### src/rtl/pipe_pkg.sv
// Shared types, opcode field constants and the forwarding-select helper for
// the pipeline sequencer (pipe_ctrl) and its instruction decoder.
package pipe_pkg;

  localparam logic [15:0] NOP_WORD_DEFAULT = 16'h8100;

  // Opcode field patterns
  localparam logic [1:0] LD_HI      = 2'b00;    // [15:14]
  localparam logic [7:0] LD_LO      = 8'h01;    // [7:0]
  localparam logic [4:0] ST_HI      = 5'b00000; // [15:11]
  localparam logic [4:0] ST_LO      = 5'b00000; // [4:0]
  localparam logic [7:0] BR_OP      = 8'h80;    // [15:8]
  localparam logic [4:0] BZ_OP      = 5'b10001; // [15:11]
  localparam logic [4:0] BNZ_OP     = 5'b10010; // [15:11]
  localparam logic [1:0] ALU_HI     = 2'b00;    // [15:14]
  localparam logic [4:0] ALU_LO_A   = 5'b00010; // [4:0]
  localparam logic [4:0] ALU_LO_B   = 5'b00100;
  localparam logic [4:0] ALU_LO_C   = 5'b00101;
  localparam logic [1:0] WR_HI_ALL  = 2'b11;    // [15:14], always writes
  localparam logic [1:0] WR_HI_COND = 2'b01;    // [15:14], writes when [10:8]=0

  localparam logic [3:0] PH_FIRST = 4'b0001;

  typedef enum logic [1:0] {
    IDLE  = 2'd0,
    RUN   = 2'd1,
    DRAIN = 2'd2
  } state_t;

  typedef enum logic [1:0] {
    FWD_RF = 2'b00,
    FWD_EX = 2'b01,
    FWD_WB = 2'b10
  } fwd_sel_t;

  typedef struct packed {
    logic       is_ld;
    logic       is_st;
    logic       is_br;
    logic       writes_reg;
    logic       reads_src2;
    logic [2:0] dest;
    logic [2:0] src1;
    logic [2:0] src2;
  } insn_t;

  // Execute-stage result wins over writeback; loads in execute have no
  // result yet and are handled by the stall instead.
  function automatic fwd_sel_t fwd_pick(input logic [2:0] src,
                                        input insn_t      e,
                                        input insn_t      w);
    if (e.writes_reg && !e.is_ld && (e.dest == src)) return FWD_EX;
    if (w.writes_reg && (w.dest == src))              return FWD_WB;
    return FWD_RF;
  endfunction

endpackage

### src/rtl/insn_decode.sv
// Combinational class decode of one 16-bit instruction word; the bubble
// word NOP_WORD is forced out of every class.
module insn_decode
  import pipe_pkg::*;
#(
  parameter logic [15:0] NOP_WORD = NOP_WORD_DEFAULT
) (
  input  logic [15:0] word,
  output insn_t       info
);

  logic is_nop;

  always_comb begin
    // NOTE: every field gets a default first so no path can infer a latch.
    info   = '0;
    is_nop = (word == NOP_WORD);

    info.dest = word[13:11];
    info.src1 = word[10:8];
    info.src2 = word[7:5];

    if (!is_nop) begin
      info.is_ld = (word[15:14] == LD_HI) && (word[7:0] == LD_LO);
      info.is_st = (word[15:11] == ST_HI) && (word[4:0] == ST_LO);
      info.is_br = (word[15:8] == BR_OP) || (word[15:11] == BZ_OP) ||
                   (word[15:11] == BNZ_OP);
      info.writes_reg = info.is_ld ||
                        ((word[15:14] == ALU_HI) &&
                         ((word[4:0] == ALU_LO_A) || (word[4:0] == ALU_LO_B) ||
                          (word[4:0] == ALU_LO_C))) ||
                        (word[15:14] == WR_HI_ALL) ||
                        ((word[15:14] == WR_HI_COND) && (word[10:8] == 3'b000));
    end

    // Branches carry an offset in the src2 field, not a register number.
    info.reads_src2 = !info.is_br;
  end

endmodule

### src/rtl/pipe_ctrl.sv
// Phase-ring sequencer and hazard controller for the 3-stage core.
// Define PIPE_CTRL_FWD_EN for operand forwarding; otherwise RAW hazards stall.
module pipe_ctrl
  import pipe_pkg::*;
#(
  parameter logic [15:0] NOP_WORD = NOP_WORD_DEFAULT
) (
  input  logic        CLK,
  input  logic        RSTN,
  input  logic        start,
  input  logic        stop,
  input  logic [15:0] ir_d,
  input  logic [15:0] ir_e,
  input  logic [15:0] ir_w,
  input  logic        br_taken,
  output logic [3:0]  ph,
  output logic        adv_if,
  output logic        adv_id,
  output logic        bubble,
  output logic        flush,
  output logic [1:0]  fwd_sr1,
  output logic [1:0]  fwd_sr2,
  output logic        busy,
  output logic [15:0] retired
);

  state_t     state;
  insn_t      dec_d, dec_e, dec_w;
  logic [1:0] stall_cnt;
  logic [1:0] stall_left;
  logic [1:0] hz_rounds;
  logic       flush_q;
  logic       e_hits;
  logic [3:0] ph_rot;
  logic       unused_fields;

  insn_decode #(.NOP_WORD(NOP_WORD)) u_dec_d (.word(ir_d), .info(dec_d));
  insn_decode #(.NOP_WORD(NOP_WORD)) u_dec_e (.word(ir_e), .info(dec_e));
  insn_decode #(.NOP_WORD(NOP_WORD)) u_dec_w (.word(ir_w), .info(dec_w));

  // Not every decoded field matters in every stage.
  assign unused_fields = ^{dec_d, dec_e, dec_w};

  assign ph_rot = {ph[2:0], ph[3]};

  assign e_hits = dec_e.writes_reg &&
                  ((dec_e.dest == dec_d.src1) ||
                   (dec_d.reads_src2 && (dec_e.dest == dec_d.src2)));

`ifdef PIPE_CTRL_FWD_EN
  // Only a load in execute cannot be forwarded; one round moves it to writeback.
  assign hz_rounds = (dec_e.is_ld && e_hits) ? 2'd1 : 2'd0;
  assign fwd_sr1   = fwd_pick(dec_d.src1, dec_e, dec_w);
  assign fwd_sr2   = fwd_pick(dec_d.src2, dec_e, dec_w);
`else
  logic w_hits;

  assign w_hits = dec_w.writes_reg &&
                  ((dec_w.dest == dec_d.src1) ||
                   (dec_d.reads_src2 && (dec_w.dest == dec_d.src2)));
  // Without forwarding the consumer waits until the producer has retired.
  assign hz_rounds = e_hits ? 2'd2 : (w_hits ? 2'd1 : 2'd0);
  assign fwd_sr1   = FWD_RF;
  assign fwd_sr2   = FWD_RF;
`endif

  assign stall_left = (stall_cnt != 2'd0) ? stall_cnt - 2'd1 : 2'd0;

  // Phase FSM: registered ring and busy.
  always_ff @(posedge CLK) begin
    if (RSTN) begin
      state <= IDLE;
      ph    <= '0;
      busy  <= 1'b0;
    end else begin
      // NOTE: state registers use <= so each sees only pre-edge values.
      unique case (state)
        IDLE: begin
          if (start && !stop) begin
            state <= RUN;
            ph    <= PH_FIRST;
            busy  <= 1'b1;
          end
        end
        RUN: begin
          if (stop && ph[3]) begin
            state <= IDLE;
            ph    <= '0;
            busy  <= 1'b0;
          end else begin
            if (stop) state <= DRAIN;
            ph <= ph_rot;
          end
        end
        DRAIN: begin
          if (start && !stop) begin
            state <= RUN;
            ph    <= ph_rot;
          end else if (ph[3]) begin
            state <= IDLE;
            ph    <= '0;
            busy  <= 1'b0;
          end else begin
            ph <= ph_rot;
          end
        end
        default: begin
          state <= IDLE;
          ph    <= '0;
          busy  <= 1'b0;
        end
      endcase
    end
  end

  // Round-boundary latches and retire counter, all updated at ph[3].
  always_ff @(posedge CLK) begin
    if (RSTN) begin
      stall_cnt <= 2'd0;
      flush_q   <= 1'b0;
      retired   <= 16'd0;
    end else if (ph[3]) begin
      if (br_taken) begin
        flush_q   <= 1'b1;
        stall_cnt <= 2'd0;
      end else begin
        flush_q   <= 1'b0;
        stall_cnt <= (stall_left > hz_rounds) ? stall_left : hz_rounds;
      end
      if (ir_w != NOP_WORD) retired <= retired + 16'd1;
    end
  end

  assign flush  = flush_q;
  assign bubble = !flush_q && (stall_cnt != 2'd0);
  assign adv_if = flush_q || (stall_cnt == 2'd0);
  assign adv_id = 1'b1;

endmodule

### config.mk
export PLATFORM = sky130hd
export DESIGN_NAME = pipe_ctrl
export DESIGN_NICKNAME = d
export VERILOG_FILES = /design/src/rtl/pipe_pkg.sv /design/src/rtl/insn_decode.sv /design/src/rtl/pipe_ctrl.sv
export SDC_FILE = /design/constraint.sdc
export NUM_CORES = 1
export LEC_CHECK = 0
export CORE_ASPECT_RATIO = 0.8
export CORE_MARGIN = 2
export CORE_UTILIZATION = 37
export CTS_CLUSTER_DIAMETER = 40
export DETAILED_ROUTE_END_ITERATION = 12
export GPL_TIMING_DRIVEN = 0
export PLACE_DENSITY = 0.74
export SLEW_MARGIN = 15
export SYNTH_ARGS = -nofsm -noshare
export SYNTH_HDL_FRONTEND = slang
export SYNTH_SLANG_ARGS = --single-unit
### constraint.sdc
create_clock -name CLK -period 6 [get_ports CLK]
set_input_delay 1.2 -clock CLK [delete_from_list [all_inputs] [get_ports CLK]]
set_output_delay 1.2 -clock CLK [all_outputs]
set_load 0.02 [all_outputs]
==> results of run 1 <==
-- area by class of cell --
class | instances | area share (%)
sequential | 26 | 20.28
inverter | 7 | 1.024
multi-input combinational | 164 | 43.00
timing repair buffer | 71 | 27.69
tap | 60 | 2.925
buffer | 10 | 2.292
clock buffer | 3 | 1.609
clock inverter | 1 | 1.170
-- layer usage --
| metal | vias up | wire [um] |
|---|---|---|
| met5 | - | 0 |
| met2 | 34 | 1865 |
| met3 | 4 | 164 |
| met4 | 0 | 29 |
| met1 | 783 | 1941 |
| li1 | 891 | - |
-- state kept, by name (all words and copies together), names as in the netlist --
signal	count
retired	16
flush	1
stall_cnt	2
state	2
ph	4
busy	1
-- cells in the final DEF, fill, tap and decap left out, types with 4 or more instances in the layout --
master           netlist  final
xor2_1                15     15
conb_1                 2      5
buf_4                  5      5
ha_1                   4      4
nand3_1                6      6
nor3_1                13     13
dfxtp_1               26     26
a21oi_1               13     13
a22oi_1                4      4
o21ai_1                6      6
or3_1                  7      7
nor2_1                26     26
clkdlybuf4s50_1        0     71
nand2_1                8      8
o21ai_0                5      5
inv_1                  7      7
-- stage by stage --
step                      total power (uW)  setup slack (ns)
after floorplan                      213.6             3.057
after global placement               257.8             2.337
after detailed placement             258.9             2.337
after CTS                            401.0             2.629
after global routing                 416.2             2.420
final                                398.2             2.624
-- power by group through the flow --
stage / sequential [uW] / combinational (uW) / clock (uW)
finish: 176 / 78.4 / 144
floorplan: 182 / 32.0 / 0
CTS: 176 / 78.9 / 146
global route: 176 / 86.1 / 154
detailed placement: 180 / 78.8 / 0
global placement: 180 / 77.7 / 0
-- kinds of logic after synthesis --
kind of cell / Yosys count
AND/OR/NAND/NOR: 89
AO/OA/AOI/OAI: 45
flip-flops: 26
XOR/XNOR: 18
buffers and inverters: 17
adder cells (fa/ha/maj): 4
multiplexers: 3
other: 2
-- how the worst min path moves through the flow --
stage	startpoint	to	slack, ns	cells after the start
detailed placement	retired[15]	retired[15]	0.49	2
global route	retired[10]	retired[10]	0.54	2
CTS	retired[15]	retired[15]	0.50	2
global placement	retired[15]	retired[15]	0.47	2
floorplan	stall_cnt[1]	stall_cnt[1]	0.51	2
finish	retired[15]	retired[15]	0.50	2
-- worst reg2reg max path, stage by stage (launching register included) --
cell,delay [ns]
dfxtp_1,0.48
nand4_4,0.18
nor3_2,0.26
nand3_1,0.11
or3_1,0.31
a21oi_1,0.13
==> impl_metrics.yaml, run 1 <==
routing:
  drtIter0Drc: 48
  final_antenna_net_count: 0
  num_vias: 1712
  drt_first_pass_iters: 4
  wl_per_cell_um: 11.70
  viasPerCell: 5.006
  drt-total-wl_um: 4000
  drc: 0
job:
  cap_violations: 0
sta:
  min_period_ns: 3.376
  finalMaxSlewViolations: 0
  finClkSkew_ns: 0.004439
  fmax_ghz: 0.2962
  hold_ws_ns: 0.5016
  setup_violations: 0
  post-route-period-util_pct: 56.26
  rsz0062_at_grt: "no"
  finalHoldViolations: 0
  setup_tns_ns: 0
clocking:
  cts_buffers: 3
  post_cts_resized: 0
  cts_htree_levels: 1
  cts_hold_buf: 0
  cts_tree: "done"
  post-cts-setup-buffers: 0
  cts.sinks: 26
  insertion_delay_ns: 0.27
  cts.reportedPaths.clkPinSlew_ns: 0.09
  cts_max_path_buffers: 2
  root_buffer: "clkbuf_8"
synthesis:
  ys_top_cells_by_area: "dfxtp_1 31%, xor2_1 7.7%, nor2_1 5.7%"
  synthAdderAreaFrac_pct: 2.948
  yosysTopAreaCell: "dfxtp_1"
  synth_seq_cells: 26
  synth_top_family_by_area: "simple AND/OR/NAND/NOR gates"
  synth_top_area_share_pct: 30.66
  synthFlopType: "dfxtp_1"
  syn_area_per_cell_um2: 8.323
  syn_inst: 204
  yosys-top-cells-count: "26 x dfxtp_1, 26 x nor2_1, 15 x xor2_1"
  yosysSeqAreaShare_pct: 30.66
  synth_cell_types: 50
  synth_area_um2: 1698
  synth_compound_area_share_pct: 19.16
  synth_edf_count: 0
  synth_mux_area_share_pct: 1.769
  ys_async_sr_fraction_pct: 0
  synth-simple-area-share_pct: 30.73
  synth_xor_area_share_pct: 9.285
  synth_warnings: 0
floorplanning:
  chipWidth_um: 79.74
  dieArea_um2: 5150
  initial_core_util_pct: 37.84
  core_area_um2: 4487
  rows: 22
  io_pins: 82
  die_h_um: 64.59
pwr:
  power_frac_seq_pct: 44.2
  leakagePower_uw: 0.0009395
  swShare_pct: 22.25
  vdd_drop_max_mv: 0.09728
  p_int_uw: 309.6
  p_clk_share_pct: 36.1
  power_frac_comb_pct: 19.7
  switchingPower_uw: 88.58
  powerDensity_nw_per_um2: 155.2
setup_path:
  crit_end: "stall_cnt[0]"
  critPathBufInv: 1
  crit_path_start_kind: "primary input"
  cp.arrival_ns: 3.55
  r2r_cells: 5
  r2r-start: "retired[3]"
  crit_chain: "clkdlybuf4s50_1 > xor2_1 > nor3_1 > o21ai_1 > a221o_1 > and3_1 > ha_1 > nor2_1 > a2bb2oi_1 > nor4b_1 > a41o_1"
  cp.depth: 11
  setup.worst_path.end_class: "register"
  slowest_stage: "clkdlybuf4s50_1"
  r2r_end: "retired[15]"
  cp_top_family: "compound AO/OA/AOI/OAI gates"
  cp.required_ns: 6.17
  worstSetupStartpoint: "ir_e[13]"
  path_class: "primary input to register"
  ff2ff_setup_slack_ns: 4.47
  crit_fanout: 4
  critPathMaxStageDelay_ns: 0.46
place:
  dpl.hpwl_um: 3384
  place.gp.congestion: 0.7602
  port_buffers: 71
  placed_area_um2: 2495
  placed_cells: 338
global_routing:
  grt_util_met3_pct: 3.203
  grt_pass1_wl_um: 6768
  top_usage_layer: "met2"
  grt_max_degree: 16
  grtUsageMet2_pct: 26.79
  grtUsageTotal_pct: 16.13
  antenna_found_initial: 0
  grt_pass1_vias: 1543
  met1_usage_pct: 21.72
  overflow: 0
layout:
  syn2layout_area_growth_pct: 51.14
  fin_nets: 340
  antenna_cells: 0
  final_cell_area_um2: 2566
  num-fill-cells: 397
  regArea_um2: 520.5
  multiInputGateArea_um2: 1104
  finalNonFillerCells: 342
  drive_above_1_share_pct: 9.220
  utilization_pct: 57.19
hold_path:
  hold_path.class: "register to register"
run_status:
  status: "completed"
No activity file was read; power rests on OpenSTA's default activity.
==> inputs of run 2 (changes only) <==
Settings changed: PLACE_DENSITY 0.74 to 0.77.
Clock period 6 ns to 2.86 ns, I/O delays scaled along.
==> run 2 against run 1 <==
Effect of this change:
- register-to-register slack got worse by 3.1 ns
- routed wire length grew 2.6%
- first-iteration DRC count shrank 17%
- critical path depth grew 1
==> impl_metrics.yaml, run 2 (same netlist as run 1, synthesis figures left out) <==
global_routing:
  grt_pass1_vias: 1601
  antenna_found_initial: 0
  overflow: 0
  grt_max_degree: 14
  grt_pass1_wl_um: 6982
  grtUsageTotal_pct: 16.53
setup_path:
  cp.required_ns: 3.08
  setup.worst_path.end_class: "register"
  critPathBufInv: 1
  cp_top_family: "compound AO/OA/AOI/OAI gates"
  critPathMaxStageDelay_ns: 0.45
  crit_fanout: 4
  slowest_stage: "clkdlybuf4s50_1"
  crit_path_start_kind: "primary input"
  cp.arrival_ns: 2.90
  path_class: "primary input to register"
  crit_chain: "clkdlybuf4s50_1 > xor2_1 > nor3_2 > o21ai_1 > a221o_1 > and3_1 > ha_1 > nor2_1 > a2bb2oi_2 > nand4bb_1 > a21oi_1 > a41o_1"
pwr:
  powerDensity_nw_per_um2: 290.6
  total_power_uw: 740.3
  vdd_drop_max_mv: 0.1344
  leakagePower_uw: 0.0009261
place:
  dpl.hpwl_um: 3358
  placed_area_um2: 2495
  port_buffers: 71
  place.gp.congestion: 0.7502
floorplanning:
  core_area_um2: 4487
  die_h_um: 64.59
  rows: 22
  chipWidth_um: 79.74
  dieArea_um2: 5150
  io_pins: 82
  initial_core_util_pct: 37.84
sta:
  finalHoldViolations: 0
  setup_tns_ns: 0
  min_period_ns: 2.679
  finClkSkew_ns: 0.001108
  post-route-period-util_pct: 93.67
  finalMaxSlewViolations: 0
  fmax_ghz: 0.3733
  setup_violations: 0
layout:
  final_cell_area_um2: 2547
  layout_common_cells: "71 x clkdlybuf4s50_1, 26 x nor2_1, 26 x dfxtp_1, 15 x xor2_1, 13 x a21oi_1"
  reg.largest.list: "retired: 16 flops, ph: 4 flops"
  utilization_pct: 56.78
  antenna_cells: 0
  largest_reg_flops: 16
  multiInputGateArea_um2: 1115
  syn2layout_area_growth_pct: 50.04
  regMostFlops: "retired"
  num-fill-cells: 411
  final_common_cell: "clkdlybuf4s50_1"
  drive_above_1_share_pct: 9.609
  fin_nets: 340
  regArea_um2: 520.5
clocking:
  insertion_delay_ns: 0.27
  root_buffer: "clkbuf_8"
  cts_tree: "done"
  cts.sinks: 26
  cts.reportedPaths.clkPinSlew_ns: 0.08
  cts_htree_levels: 1
  cts_max_path_buffers: 2
  cts_buffers: 3
  cts_hold_buf: 0
routing:
  drc: 0
  final_antenna_net_count: 0
  wl_met2_um: 1944
  drt_first_pass_iters: 4
  wl_met3_um: 169
  num_vias: 1740
  drtIter0Drc: 40
  dr.max_layer_used: "met4"
  wl_met1_um: 1963
  wl_per_cell_um: 12.04
  viasPerCell: 5.103
  drt-total-wl_um: 4104
job:
  cap_violations: 0
hold_path:
  hold_path.class: "register to register"
run_status:
  status: "completed"
[run 2: cell count changes in the layout (fill, tap and decap cells not counted)]
cell / before / now
a2bb2oi_1: 1 / 0
a2bb2oi_2: 0 / 1
bufinv_16: 1 / 0
nor3_1: 13 / 12
nor3_2: 1 / 2
[run 2: path summary, 6_finish.rpt]
path,end,slack (ns),start,cells past startpoint
hold / removal,retired[15],0.49,retired[15],2
setup reg to reg,retired[15],1.34,retired[3],5
setup / recovery,stall_cnt[0],0.18,ir_e[13],12
hold reg to reg,retired[15],0.49,retired[15],2
[run 2: report_power, final]
group / leakage, uW / internal (uW) / switching, uW / total (uW)
clock: 0.0000216 / 94.4 / 108 / 202
sequential: 0.000210 / 366 / 3.78 / 369
combinational: 0.000695 / 97.8 / 70.7 / 168
total: 0.000926 / 558 / 183 / 740
[run 2: through the flow]
stage               setup slack (ns)  instances  hold slack, ns
finish                        0.1809        341          0.4895
global placement             -0.1563        338          0.4727
CTS                          0.09732        341          0.4910
detailed placement           -0.1786        338          0.4796
global route               -0.005346        341          0.5172
floorplan                     0.5455        207          0.5079
[run 2: worst register-to-register path, delay by kind of cell, from the launching register on]
family / cells / cell delay [ns]
AO/OA/AOI/OAI: 1 / 0.13
AND/OR/NAND/NOR: 4 / 0.85
flip-flops: 1 / 0.48
[run 2: final cells by class]
class                   instances  share of cell area (%)
inverters                       7                   1.031
plain buffers                  10                   2.308
repair buffers                 71                   27.90
well taps                      60                   2.947
multi-input cells             164                   43.76
flip-flops and latches         26                   20.43
clock buffers                   3                   1.621
[run 2: routing by layer]
layer | track usage, % | vias to the layer above
met4 | 2.542 | 0
li1 | - | 892
met2 | 28.05 | 38
met1 | 21.94 | 805
met3 | 3.760 | 5
met5 | 0 | -
[run 2: timing repair]
action | CTS | global route
setup endpoints to repair | 0 | 1
resized for setup | 0 | 2
buffers inserted | 0 | 0
